**config.mk**
```make
export PLATFORM = sky130hd
export DESIGN_NAME = csr_ctrl_flat
export DESIGN_NICKNAME = d
export VERILOG_FILES = /design/src/rtl/csr_ctrl_if.sv /design/src/rtl/csr_ctrl.sv /design/src/flat_wrapper.sv
export SDC_FILE = /design/constraint.sdc
export NUM_CORES = 1
export LEC_CHECK = 0
export CORE_MARGIN = 2
export CORE_UTILIZATION = 42
export DETAILED_ROUTE_END_ITERATION = 8
export PLACE_DENSITY = 0.73
export SLEW_MARGIN = 30
export SYNTH_ARGS = -nofsm -noshare
export SYNTH_HDL_FRONTEND = slang
export SYNTH_SLANG_ARGS = --single-unit
export TNS_END_PERCENT = 10
```
**constraint.sdc**
```tcl
create_clock -name clk_i -period 1.8 [get_ports clk_i]
set_input_delay 0.27 -clock clk_i [delete_from_list [all_inputs] [get_ports clk_i]]
set_output_delay 0.27 -clock clk_i [all_outputs]
set_load 0.05 [all_outputs]
```
**src/rtl/csr_ctrl_if.sv**
```systemverilog
// Shared width parameters and the csr_ctrl bus interface. The interface carries
// the request/response handshake, the register-file write port, the TLB flush
// handshake and busy.
package params_pkg;
  parameter int DATA_WIDTH = 32;
  parameter int ADDR_WIDTH = 12;
endpackage

interface csr_ctrl_if #(
  parameter int DATA_WIDTH = params_pkg::DATA_WIDTH,
  parameter int ADDR_WIDTH = params_pkg::ADDR_WIDTH
);
  logic                  req_valid_i;
  logic                  req_ready_o;
  logic [1:0]            req_op_i;
  logic [ADDR_WIDTH-1:0] req_addr_i;
  logic [DATA_WIDTH-1:0] req_wdata_i;
  logic                  rsp_valid_o;
  logic                  rsp_ready_i;
  logic [DATA_WIDTH-1:0] rsp_rdata_o;
  logic                  rsp_illegal_o;
  logic                  csr_wr_en_o;
  logic [ADDR_WIDTH-1:0] csr_wr_addr_o;
  logic [DATA_WIDTH-1:0] csr_wr_data_o;
  logic [DATA_WIDTH-1:0] csr_satp_i;
  logic                  tlb_flush_req_o;
  logic                  tlb_flush_ack_i;
  logic                  busy_o;

  // controller side
  modport slave (
    input  req_valid_i, req_op_i, req_addr_i, req_wdata_i, rsp_ready_i,
           csr_satp_i, tlb_flush_ack_i,
    output req_ready_o, rsp_valid_o, rsp_rdata_o, rsp_illegal_o,
           csr_wr_en_o, csr_wr_addr_o, csr_wr_data_o, tlb_flush_req_o, busy_o
  );

  // execute stage / register file / TLB side
  modport master (
    output req_valid_i, req_op_i, req_addr_i, req_wdata_i, rsp_ready_i,
           csr_satp_i, tlb_flush_ack_i,
    input  req_ready_o, rsp_valid_o, rsp_rdata_o, rsp_illegal_o,
           csr_wr_en_o, csr_wr_addr_o, csr_wr_data_o, tlb_flush_req_o, busy_o
  );
endinterface

```
**src/rtl/csr_ctrl.sv**
```systemverilog
// CSR read-modify-write sequencer for satp with optional TLB flush handshake.
// Define CSR_CTRL_TLB_FLUSH_EN to enable the FLUSH state; otherwise WRITE goes straight to RESP.
module csr_ctrl #(
  parameter int DATA_WIDTH = params_pkg::DATA_WIDTH,
  parameter int ADDR_WIDTH = params_pkg::ADDR_WIDTH
) (
  input  logic       clk_i,
  input  logic       rst_i,
  csr_ctrl_if.slave  bus
);

  localparam logic [11:0] SATP_ADDR = 12'h180;
  localparam logic [1:0]  OP_RW = 2'b01;
  localparam logic [1:0]  OP_RS = 2'b10;
  localparam logic [1:0]  OP_RC = 2'b11;

  typedef enum logic [1:0] {IDLE, WRITE, FLUSH, RESP} state_t;

  state_t                state;
  logic [DATA_WIDTH-1:0] old_q;
  logic                  legal;
  logic                  do_write;
  logic [DATA_WIDTH-1:0] new_val;

  always_comb begin
    legal = (bus.req_op_i != 2'b00) && (bus.req_addr_i[11:0] == SATP_ADDR);
    case (bus.req_op_i)
      OP_RS:   new_val = bus.csr_satp_i | bus.req_wdata_i;
      OP_RC:   new_val = bus.csr_satp_i & ~bus.req_wdata_i;
      default: new_val = bus.req_wdata_i;
    endcase
    // set/clear with a zero operand is a pure read
    do_write = legal && ((bus.req_op_i == OP_RW) || (bus.req_wdata_i != '0));
  end

`ifndef CSR_CTRL_TLB_FLUSH_EN
  logic unused_ack;
  assign unused_ack = bus.tlb_flush_ack_i;
  assign bus.tlb_flush_req_o = 1'b0;
`endif

  always_ff @(posedge clk_i or negedge rst_i) begin
    if (!rst_i) begin
      state             <= IDLE;
      old_q             <= '0;
      bus.req_ready_o   <= 1'b1;
      bus.rsp_valid_o   <= 1'b0;
      bus.rsp_rdata_o   <= '0;
      bus.rsp_illegal_o <= 1'b0;
      bus.csr_wr_en_o   <= 1'b0;
      bus.csr_wr_addr_o <= '0;
      bus.csr_wr_data_o <= '0;
      bus.busy_o        <= 1'b0;
`ifdef CSR_CTRL_TLB_FLUSH_EN
      bus.tlb_flush_req_o <= 1'b0;
`endif
    end else begin
      case (state)
        IDLE: begin
          if (bus.req_valid_i) begin
            old_q           <= bus.csr_satp_i;
            bus.req_ready_o <= 1'b0;
            bus.busy_o      <= 1'b1;
            if (do_write) begin
              state             <= WRITE;
              bus.csr_wr_en_o   <= 1'b1;
              bus.csr_wr_addr_o <= bus.req_addr_i;
              bus.csr_wr_data_o <= new_val;
            end else begin
              state             <= RESP;
              bus.rsp_valid_o   <= 1'b1;
              bus.rsp_rdata_o   <= legal ? bus.csr_satp_i : '0;
              bus.rsp_illegal_o <= !legal;
            end
          end
        end
        WRITE: begin
          bus.csr_wr_en_o   <= 1'b0;
          bus.csr_wr_addr_o <= '0;
          bus.csr_wr_data_o <= '0;
`ifdef CSR_CTRL_TLB_FLUSH_EN
          state               <= FLUSH;
          bus.tlb_flush_req_o <= 1'b1;
`else
          state           <= RESP;
          bus.rsp_valid_o <= 1'b1;
          bus.rsp_rdata_o <= old_q;
`endif
        end
`ifdef CSR_CTRL_TLB_FLUSH_EN
        FLUSH: begin
          if (bus.tlb_flush_ack_i) begin
            state               <= RESP;
            bus.tlb_flush_req_o <= 1'b0;
            bus.rsp_valid_o     <= 1'b1;
            bus.rsp_rdata_o     <= old_q;
          end
        end
`endif
        RESP: begin
          if (bus.rsp_ready_i) begin
            state             <= IDLE;
            bus.rsp_valid_o   <= 1'b0;
            bus.rsp_rdata_o   <= '0;
            bus.rsp_illegal_o <= 1'b0;
            bus.req_ready_o   <= 1'b1;
            bus.busy_o        <= 1'b0;
          end
        end
        default: begin
          state           <= IDLE;
          bus.req_ready_o <= 1'b1;
          bus.busy_o      <= 1'b0;
        end
      endcase
    end
  end

endmodule

```
**src/flat_wrapper.sv**
```systemverilog
// flat-port wrapper written by rule: the top's interface ports become plain ports
module csr_ctrl_flat 
#(
  parameter int DATA_WIDTH = params_pkg::DATA_WIDTH,
  parameter int ADDR_WIDTH = params_pkg::ADDR_WIDTH
)
  (clk_i, rst_i, bus_req_valid_i, bus_req_op_i, bus_req_addr_i, bus_req_wdata_i, bus_rsp_ready_i, bus_csr_satp_i, bus_tlb_flush_ack_i, bus_req_ready_o, bus_rsp_valid_o, bus_rsp_rdata_o, bus_rsp_illegal_o, bus_csr_wr_en_o, bus_csr_wr_addr_o, bus_csr_wr_data_o, bus_tlb_flush_req_o, bus_busy_o);
  csr_ctrl_if #(.DATA_WIDTH(DATA_WIDTH), .ADDR_WIDTH(ADDR_WIDTH)) bus_i ();
  input  logic clk_i;
  input  logic rst_i;
  input wire logic [$bits(bus_i.req_valid_i)-1:0] bus_req_valid_i;
  input wire logic [$bits(bus_i.req_op_i)-1:0] bus_req_op_i;
  input wire logic [$bits(bus_i.req_addr_i)-1:0] bus_req_addr_i;
  input wire logic [$bits(bus_i.req_wdata_i)-1:0] bus_req_wdata_i;
  input wire logic [$bits(bus_i.rsp_ready_i)-1:0] bus_rsp_ready_i;
  input wire logic [$bits(bus_i.csr_satp_i)-1:0] bus_csr_satp_i;
  input wire logic [$bits(bus_i.tlb_flush_ack_i)-1:0] bus_tlb_flush_ack_i;
  output wire logic [$bits(bus_i.req_ready_o)-1:0] bus_req_ready_o;
  output wire logic [$bits(bus_i.rsp_valid_o)-1:0] bus_rsp_valid_o;
  output wire logic [$bits(bus_i.rsp_rdata_o)-1:0] bus_rsp_rdata_o;
  output wire logic [$bits(bus_i.rsp_illegal_o)-1:0] bus_rsp_illegal_o;
  output wire logic [$bits(bus_i.csr_wr_en_o)-1:0] bus_csr_wr_en_o;
  output wire logic [$bits(bus_i.csr_wr_addr_o)-1:0] bus_csr_wr_addr_o;
  output wire logic [$bits(bus_i.csr_wr_data_o)-1:0] bus_csr_wr_data_o;
  output wire logic [$bits(bus_i.tlb_flush_req_o)-1:0] bus_tlb_flush_req_o;
  output wire logic [$bits(bus_i.busy_o)-1:0] bus_busy_o;
  assign bus_i.req_valid_i = bus_req_valid_i;
  assign bus_i.req_op_i = bus_req_op_i;
  assign bus_i.req_addr_i = bus_req_addr_i;
  assign bus_i.req_wdata_i = bus_req_wdata_i;
  assign bus_i.rsp_ready_i = bus_rsp_ready_i;
  assign bus_i.csr_satp_i = bus_csr_satp_i;
  assign bus_i.tlb_flush_ack_i = bus_tlb_flush_ack_i;
  assign bus_req_ready_o = bus_i.req_ready_o;
  assign bus_rsp_valid_o = bus_i.rsp_valid_o;
  assign bus_rsp_rdata_o = bus_i.rsp_rdata_o;
  assign bus_rsp_illegal_o = bus_i.rsp_illegal_o;
  assign bus_csr_wr_en_o = bus_i.csr_wr_en_o;
  assign bus_csr_wr_addr_o = bus_i.csr_wr_addr_o;
  assign bus_csr_wr_data_o = bus_i.csr_wr_data_o;
  assign bus_tlb_flush_req_o = bus_i.tlb_flush_req_o;
  assign bus_busy_o = bus_i.busy_o;
  csr_ctrl #(.DATA_WIDTH(DATA_WIDTH), .ADDR_WIDTH(ADDR_WIDTH)) u_core (.clk_i(clk_i), .rst_i(rst_i), .bus(bus_i));
endmodule
```
==> run_results.csv <==
group,metric,value,unit
die,rows,40,
placement,place_congestion,0.809,
detailed_routing,ant_nets,0,
detailed_routing,drt-met1-wl,6700,um
final_layout,area.sequential,2880,um2
status,status,"finished clean",
clocking,path_clk_slew,0.05,ns
die,die-height,115,um
pwr,total_power,13.2,mW
synthesis,synthCells,403,
final_layout,layout_common_cells,"dfrtp_1 (114), dlygate4sd2_1 (73), buf_4 (69)",
detailed_routing,wl_met2,7960,um
critical_path,cp-end-kind,"flop",
grt,grt_use_total,25.2,%
detailed_routing,drc,0,
pwr,power_density,1610,nW/um2
clocking,clock_tree.buffer_depth,2,
pwr,vdd_drop_max,771,uV
detailed_routing,wire_per_inst,20.4,um
synthesis,netlist_area,5170,um2
critical_path,worst_ep_arrival_time,2.06,ns
clocking,insertion_delay,0.41,ns
final_layout,syn_to_final_growth,57.8,%
detailed_routing,dr.pass1.iters,5,
die,dieArea,13200,um2
grt,grt_overflow,0,
clocking,root_buffer,"clkbuf_16",
synthesis,synth.avg_cell_area,12.8,um2
final_layout,fillCellCount,885,
detailed_routing,drt_iter0_markers,369,
final_layout,multiInputGateArea,2290,um2
die,coreArea,12000,um2
sta,clock_skew,0.00723,ns
final_layout,nets,707,
die,start_util,43.0,%
critical_path,crit_chain,"clkdlybuf4s50_1 > nor2_1 > and4_4 > a31oi_4 > buf_6 > o21ai_4 > buf_8 > buf_12 > mux2_4",
clocking,cts.htree.levels,4,
synthesis,ys_ff_latch,115,
final_layout,stdcell_area,8150,um2
detailed_routing,vias,4395,
placement,place_area,7380,um2
critical_path,slowest_stage,"clkdlybuf4s50_1",
final_layout,mostFrequentLayoutCell,"dfrtp_1",
sta,max-slew-margin-rel,65.7,%
critical_path,cp-start-kind,"primary input",
grt,grt_pass1_wl,25000,um
sta,finalCritPeriodShare,98.4,%
sta,slew_violations,0,
detailed_routing,wl,16100,um
critical_path,cp_max_fo,5,
sta,fmax,565,MHz
die,die_w,115,um
detailed_routing,avgViaCountPerCell,5.59,
synthesis,yosysSeqAreaShare,55.7,%
sta,setup_tns,0,ns
critical_path,cp_top_family,"buffers and inverters",
critical_path,slowest_delay,0.43,ns
placement,place_ws,-0.839,ns
grt,antenna_found_initial,2,
min_path,hp-class,"primary input to flop",
synthesis,synth_cell_types,35,
clocking,cts_tree,"yes",
sta,hold_viol_final,0,
sta,setup_slack,0.0290,ns
sta,setup_viol,0,
placement,place_hpwl,10900,um
sta,period_minus_slack,1.77,ns
critical_path,cp.required,2.09,ns
final_layout,drive_gt1_share,36.1,%
detailed_routing,top_layer,"met4",
pwr,leakagePower,4.08,nW
synthesis,yosysWarnings,0,
clocking,cts.sinks,115,
critical_path,path_buf_inv,4,
critical_path,path_class,"primary input to flop",
synthesis,synth_nets,486,
die,io-pin-count,165,
detailed_routing,wl_met3,1080,um
clocking,cts_buffers,17,
sta,worst_pin_slew,0.516,ns
placement,io_buffer_count,162,
grt,grt_pass1_vias,4607,
grt,grt_start_max_net_pins,43,
job,cap_violations,0,
-- metrics by stage --
step,std cells,util (%),hold slack (ns)
after floorplan,403,-,-0.0256
after global placement,744,61.4,0.258
after detailed placement,744,61.4,0.268
after CTS,784,67.8,0.281
after global routing,786,67.9,0.232
final,786,67.9,0.248
-- per-layer routing --
layer / global-route usage (%) / vias to the layer above
li1: - / 1964
met1: 31.7 / 2215
met2: 41.4 / 189
met3: 6.80 / 27
met4: 9.88 / 0
met5: 0 / -
-- cells by family (layout without fill, tap and decap cells) --
group,count (synthesis),count (layout),synth area share [%]
AO/OA/AOI/OAI,146,146,19.8
flip-flops,115,115,55.7
multiplexers,64,64,16.1
AND/OR/NAND/NOR,43,43,4.82
buffers and inverters,34,268,3.46
other,1,3,0.0726
-- repair_timing --
item	4_1_cts	5_1_grt
gates cloned	5	0
gates resized for setup	175	36
endpoints found under the hold margin	35	0
setup endpoints to repair	139	73
buffers inserted	5	0
hold buffers	1	0
pin swaps	15	16
-- synth_stat cells --
cell type / n / area [um2]
dfrtp_1: 114 / 2850
a21oi_1: 66 / 330
a22o_1: 63 / 552
mux2_2: 32 / 360
mux2_4: 30 / 450
clkbuf_1: 15 / 56.3
and2_1: 12 / 75.1
buf_2: 8 / 40.0
nand2_1: 8 / 30.0
nor4_1: 8 / 50.1
nor2_1: 6 / 22.5
buf_4: 5 / 37.5
o21ai_0: 5 / 25.0
a21o_1: 3 / 22.5
buf_6: 3 / 33.8
and4_1: 2 / 17.5
inv_1: 2 / 7.51
mux2_1: 2 / 22.5
nor3_1: 2 / 10.0
o211ai_1: 2 / 15.0
a211o_1: 1 / 8.76
a211oi_1: 1 / 7.51
a21oi_2: 1 / 8.76
a22oi_1: 1 / 7.51
a31oi_4: 1 / 21.3
conb_1: 1 / 3.75
dfstp_2: 1 / 26.3
inv_2: 1 / 3.75
nand3_1: 1 / 5.00
nand3b_1: 1 / 7.51
nor2b_1: 1 / 6.26
nor4b_2: 1 / 15.0
nor4bb_1: 1 / 10.0
o2111ai_1: 1 / 8.76
o21ai_4: 1 / 16.3
-- area by class of cell --
class / instances / area share (%)
clock buffers: 22 / 5.94
clock inverters: 10 / 1.29
inverters: 3 / 0.138
repair buffers: 233 / 26.9
multi-input cells: 254 / 28.1
flip-flops and latches: 115 / 35.3
diodes: 2 / 0.0614
well taps: 147 / 2.26
-- worst paths after layout --
path	to	from	slack [ns]	cells past startpoint
max in group asynchronous	u_core.bus.req_ready_o$_DFFE_PN1P_	rst_i	0.79	3
worst max register to register	u_core.bus.rsp_rdata_o[4]$_DFFE_PN0P_	u_core.state[1]$_DFFE_PN0P_	0.16	6
worst max-delay path	u_core.bus.rsp_rdata_o[4]$_DFFE_PN0P_	bus_req_wdata_i[12]	0.03	9
worst min register to register	u_core.bus.csr_wr_en_o$_DFFE_PN0P_	u_core.bus.csr_wr_en_o$_DFFE_PN0P_	0.47	1
worst min-delay path	u_core.bus.csr_wr_data_o[3]$_DFFE_PN0P_	bus_req_wdata_i[3]	0.25	3
min in group asynchronous	u_core.bus.rsp_rdata_o[8]$_DFFE_PN0P_	rst_i	0.37	2
-- state kept, by name (all words and copies together) (netlist names) --
name,count
u_core.bus.csr_wr_data_o,32
u_core.bus.rsp_rdata_o,32
u_core.old_q,32
u_core.bus.csr_wr_addr_o,12
u_core.state,2
u_core.bus.busy_o,1
u_core.bus.csr_wr_en_o,1
u_core.bus.req_ready_o,1
u_core.bus.rsp_illegal_o,1
u_core.bus.rsp_valid_o,1
-- power by group --
| group | leakage [nW] | total (mW) | switching, mW | internal, mW |
|---|---|---|---|---|
| Combinational | 2.28 | 5.93 | 3.24 | 2.69 |
| Clock | 0.291 | 3.30 | 1.14 | 2.17 |
| Sequential | 1.51 | 3.92 | 0.509 | 3.41 |
-- worst register-to-register path: stages, from the launching register on --
cell     delay (ns)
dfrtp_1        0.43
nor2b_1        0.18
nor2_1         0.10
o21ai_4        0.20
buf_8          0.18
buf_12         0.14
mux2_4         0.30
Note: power is estimated with default switching activity, not from simulation.
